### src/rtl/clk_div_pkg.sv
// Shared definitions for the programmable clock divider.
package clk_div_pkg;

  localparam int unsigned DIV_MIN = 2;
  localparam int unsigned CLAMP_W = 32;

  typedef enum logic {IDLE, RUN} state_t;

  // Divisors of 0 or 1 cannot form a period; force them up to the minimum.
  function automatic logic [CLAMP_W-1:0] clamp_div(input logic [CLAMP_W-1:0] d);
    return (d < CLAMP_W'(DIV_MIN)) ? CLAMP_W'(DIV_MIN) : d;
  endfunction

endpackage

### src/rtl/duty_fix_neg.sv
// Half-cycle duty correction for odd divisors: negedge copy of the posedge phase, ANDed with it.
module duty_fix_neg (
  input  logic clk,
  input  logic rst,
  input  logic pos,
  output logic duty
);

  logic neg_q;

  always_ff @(negedge clk) begin
    if (rst) neg_q <= 1'b0;
    else     neg_q <= pos;
  end

  assign duty = pos & neg_q;

endmodule

### src/rtl/prog_clk_divider.sv
// Runtime-programmable clock divider with shadowed divisor, glitch-free updates and enable/park.
module prog_clk_divider
  import clk_div_pkg::*;
#(
  parameter int unsigned CNT_W   = 8,
  parameter int unsigned DIV_RST = 5,
  parameter bit          ODD_50  = 1'b1
) (
  input  logic             clk,
  input  logic             rst,
  input  logic             en,
  input  logic [CNT_W-1:0] div_i,
  input  logic             div_load,
  output logic             clk_out,
  output logic [CNT_W-1:0] div_active,
  output logic             period_tick,
  output logic             busy
);

  localparam int unsigned THR_W = CNT_W + 1;

  state_t           state;
  logic [CNT_W-1:0] cnt;
  logic [CNT_W-1:0] shadow;
  logic [CNT_W-1:0] div_clamped;
  logic [THR_W-1:0] thr;
  logic             pos_q;
  logic             at_last;
  logic             apply;

  // A pending divisor may only be applied when no period is in flight.
  assign at_last     = (state == RUN) && (cnt == div_active - CNT_W'(1));
  assign apply       = (state == IDLE) || at_last;
  assign div_clamped = CNT_W'(clamp_div(CLAMP_W'(div_i)));
  assign thr         = ODD_50 ? ((THR_W'(div_active) + THR_W'(1)) >> 1)
                              : (THR_W'(div_active) >> 1);

  always_ff @(posedge clk) begin
    if (rst) begin
      state       <= IDLE;
      cnt         <= '0;
      pos_q       <= 1'b0;
      period_tick <= 1'b0;
      div_active  <= CNT_W'(DIV_RST);
      shadow      <= CNT_W'(DIV_RST);
      busy        <= 1'b0;
    end else begin
      // Outputs lag the counter by one cycle, so the tick is armed one count early.
      pos_q       <= (state == RUN) && (THR_W'(cnt) < thr);
      period_tick <= (state == RUN) && (cnt == div_active - CNT_W'(2));

      if (apply && busy) div_active <= shadow;
      if (div_load) begin
        shadow <= div_clamped;
        busy   <= 1'b1;
      end else if (apply) begin
        busy   <= 1'b0;
      end

      case (state)
        IDLE: begin
          cnt <= '0;
          if (en) state <= RUN;
        end
        RUN: begin
          if (at_last) begin
            cnt <= '0;
            if (!en) state <= IDLE;
          end else begin
            cnt <= cnt + CNT_W'(1);
          end
        end
      endcase
    end
  end

  if (ODD_50) begin : g_odd50
    logic duty;
    duty_fix_neg u_duty_fix_neg (
      .clk  (clk),
      .rst  (rst),
      .pos  (pos_q),
      .duty (duty)
    );
    assign clk_out = div_active[0] ? duty : pos_q;
  end else begin : g_plain
    assign clk_out = pos_q;
  end

endmodule

### config.mk
export PLATFORM = sky130hd
export DESIGN_NAME = prog_clk_divider
export DESIGN_NICKNAME = d
export VERILOG_FILES = /design/src/rtl/clk_div_pkg.sv /design/src/rtl/duty_fix_neg.sv /design/src/rtl/prog_clk_divider.sv
export SDC_FILE = /design/constraint.sdc
export NUM_CORES = 1
export LEC_CHECK = 0
export BUFFER_PORTS_ARGS = -buffer_cell sky130_fd_sc_hd__buf_4
export CORE_MARGIN = 5
export CORE_UTILIZATION = 40
export CTS_CLUSTER_DIAMETER = 200
export DETAILED_ROUTE_END_ITERATION = 7
export PLACE_DENSITY_LB_ADDON = 0.05
export SKIP_LAST_GASP = 1
export SYNTH_ARGS = -nofsm -noshare
export SYNTH_HDL_FRONTEND = slang
export SYNTH_SLANG_ARGS = --single-unit
### constraint.sdc
create_clock -name clk -period 2.5 [get_ports clk]
set_input_delay 0.125 -clock clk [delete_from_list [all_inputs] [get_ports clk]]
set_output_delay 0.125 -clock clk [all_outputs]
set_load 0.1 [all_outputs]
==> summary.md <==
| Metric | Value |
|---|---|
| Buffers from clock root to sink, at most | 2 |
| Worst setup path category | flip-flop to output port |
| Full die area | 0.00604 mm^2 |
| Number of flops mapped to enable cells by yosys | 0 |
| Summed negative setup slack over all endpoints | 0 ps |
| DRC violations left | 0 |
| Total overflow reported by the global router | 0 |
| Final Skew | 54.8 ps |
| Setup repair after global routing missed its margin | false |
| Max transition margin | 68.6% |
| Layout cell share with drive strength beyond 1 | 25.4% |
| Antenna Diode Count | 0 |
| Clock insertion delay at the later pin of the skew report | 330 ps |
| Synth warnings | 0 |
| I/O pin count | 23 |
| CTS Hold Buffers Added | 0 |
| Dominant synthesized flop cell | dfxtp_1 |
| Part of the Yosys area used for sequential elements | 31.7% |
| VDD IR max | 0.267 mV |
| Average vias per placed instance | 5.24 |
| Wire length per cell after detailed routing | 15.3 um |
| Synthesized area divided by synthesized cell count | 9.17 um^2 |
| Total power consumption of the routed design | 0.00114 W |
| Inserted Clock Buffers | 5 |
| Via count of the first global-routing pass | 1464 |
| Number of nets produced by synthesis | 224 |
| Initial Utilization | 41.5% |
| Reg area | 597 um^2 |
| Final setup vio count | 0 |
| Most common library cell in the layout ignoring fill and taps | buf_4 |
| Final weighted congestion of routability-driven global placement | 0.783 |
| Pwr Density | 528 mW/mm^2 |
| Transition time at the pin with the least slew margin | 468 ps |
| Clock tree from TritonCTS | yes |
| Post-synthesis instance area | 0.00183 mm^2 |
| IO buf count | 22 |
| First-pass iteration count of the detailed router | 4 |
| Remaining antenna violation count after routing | 0 |
| Cell at the root of the clock tree | clkbuf_8 |
| Post-synthesis instance total | 200 |
| Aggregate global-route resource usage | 14.5% |
| Number of levels the H-tree was split into | 2 |
| Count of different cell masters after synthesis | 47 |
| Area of the core region | 0.00441 mm^2 |
| Number of hold-slack violations in the final timing report | 0 |
| Overall routed net length | 4.27 mm |
| Leak | 0.910 nW |
| Reg clk slew, reported paths | 70 ps |
| Top library cells by usage in the layout, fill and taps aside | buf_4 (34), dfxtp_1 (22), nor2_1 (17) |
| Status | completed |
| Multi-input logic area | 0.00112 mm^2 |
| CP arrival | 2280 ps |
| Type of element capturing the critical path | output port |
| Initial antenna violation count | 0 |
| Number of filler instances in the final layout | 441 |
| CTS-repair resized insts | 0 |
| Async S/R FF share, synth | 0% |
| Number of clock sinks | 29 |
| First-iteration detailed-routing DRC count | 55 |
| Setup crit start kind | flip-flop |
| Maximum fanout count along the critical path | 1 |
| Chip Height | 77.7 um |
| Row count | 24 |
| Dpl hpwl | 3.31 mm |
| Final design area excluding fillers | 0.00215 mm^2 |
| Via count | 1467 |
| Worst EP required | 2380 ps |
| Total of flip-flops plus latches after synthesis | 29 |
| Path category of the worst min-delay check | input pin to flip-flop |
| # nets final | 251 |
| Overall die width | 77.7 um |
| Placement Cell Area | 0.00204 mm^2 |
| Synthesis-to-finish area growth | 17.3% |
| Max-capacitance violation count | 0 |
| First-pass GRT wire length | 7.11 mm |
| Largest net degree at the start of global routing | 29 |
| Count of pins over their slew limit | 0 |
power by group:
group	leakage, nW	switching (W)	internal, W
logic	0.620	0.000140	0.0000957
registers	0.240	0.0000264	0.000482
clock network	0.0509	0.000197	0.000194
total	0.910	0.000363	0.000772
timing repair:
action / CTS / global route
setup endpoints to repair: 0 / 1
endpoints found under the hold margin: 0 / 0
setup buffers: 0 / 3
final cells by class:
cell class / instances / share of cell area, %
clock buffers: 5 / 3.20
clock inverters: 4 / 0.990
inverters: 7 / 1.22
multi-input cells: 149 / 51.9
flip-flops and latches: 29 / 27.8
well taps: 52 / 3.03
repair buffers: 34 / 11.9
worst max-delay path, stage by stage (launching register included):
cell	delay, ps
dfxtp_1	300
o21a_1	110
buf_4	280
cell usage after synthesis (2+ instances only):
cell type | n | share of area (%)
ha_1 | 12 | 8.2
nor2_1 | 17 | 3.5
buf_2 | 3 | 0.82
buf_6 | 2 | 1.2
a211o_1 | 3 | 1.4
clkbuf_1 | 3 | 0.61
xnor2_2 | 2 | 1.8
o21a_1 | 2 | 0.82
mux2i_1 | 5 | 2.7
clkbuf_8 | 2 | 1.5
xor2_1 | 15 | 7.2
nor4_1 | 5 | 1.7
nor3_1 | 2 | 0.55
dfxtp_1 | 29 | 32
a21o_1 | 3 | 1.2
nor2b_1 | 2 | 0.68
a21oi_1 | 5 | 1.4
inv_1 | 8 | 1.6
and3_1 | 4 | 1.4
nand2_1 | 6 | 1.2
xnor2_1 | 11 | 5.3
nand3_1 | 8 | 2.2
a311oi_1 | 2 | 0.96
o21ai_0 | 8 | 2.2
nand4b_1 | 6 | 2.9
nand4_1 | 4 | 1.4
nand2b_1 | 8 | 2.7
buf_4 | 4 | 1.6
through the flow:
step / hold slack (ps) / setup slack [ps] / utilization [%] / cells
detailed placement: 356 / 164 / 46.2 / 269
floorplan: 247 / 33.3 / - / 200
finish: 69.7 / 95.0 / 48.7 / 280
global placement: 340 / 207 / 46.2 / 269
CTS: 69.0 / 70.7 / 48.2 / 277
global route: 75.4 / 9.37 / 48.7 / 280
state kept, by name, summed over array words and instances, names as in the netlist:
signal / count
shadow: 8
busy: 1
pos_q: 1
period_tick: 1
cnt: 8
g_odd50.u_duty_fix_neg.neg_q: 1
state: 1
div_active: 8
routing by layer:
metal	routed length [um]	track usage (%)	vias to the layer above
met5	0	0	-
met4	72	4.64	0
met3	175	2.89	4
met2	2070	24.3	29
met1	1960	18.5	680
li1	-	-	754
kinds of logic (layout without fill, tap and decap cells):
group                      Yosys count  count (layout)  synth area share [%]
and+or+nand+nor                     70              70                  22.1
xor gates and xnor gates            28              28                  14.2
muxes                                5               5                  2.73
buffers and inverters               22              50                  7.44
adders and majority gates           12              12                  8.19
AOI/OAI and AO/OA                   34              34                  13.7
DFF                                 29              29                  31.7
path summary, 6_finish.rpt:
path,slack [ps],startpoint,depth (start not counted),endpoint
setup / recovery,90,g_odd50.u_duty_fix_neg.neg_q,2,clk_out
hold / removal,70,div_i[2],2,shadow[2]
setup reg to reg,160,div_active[0],9,div_active[0]
hold reg to reg,470,shadow[2],1,div_active[2]
(Power assumes the default switching activity.)
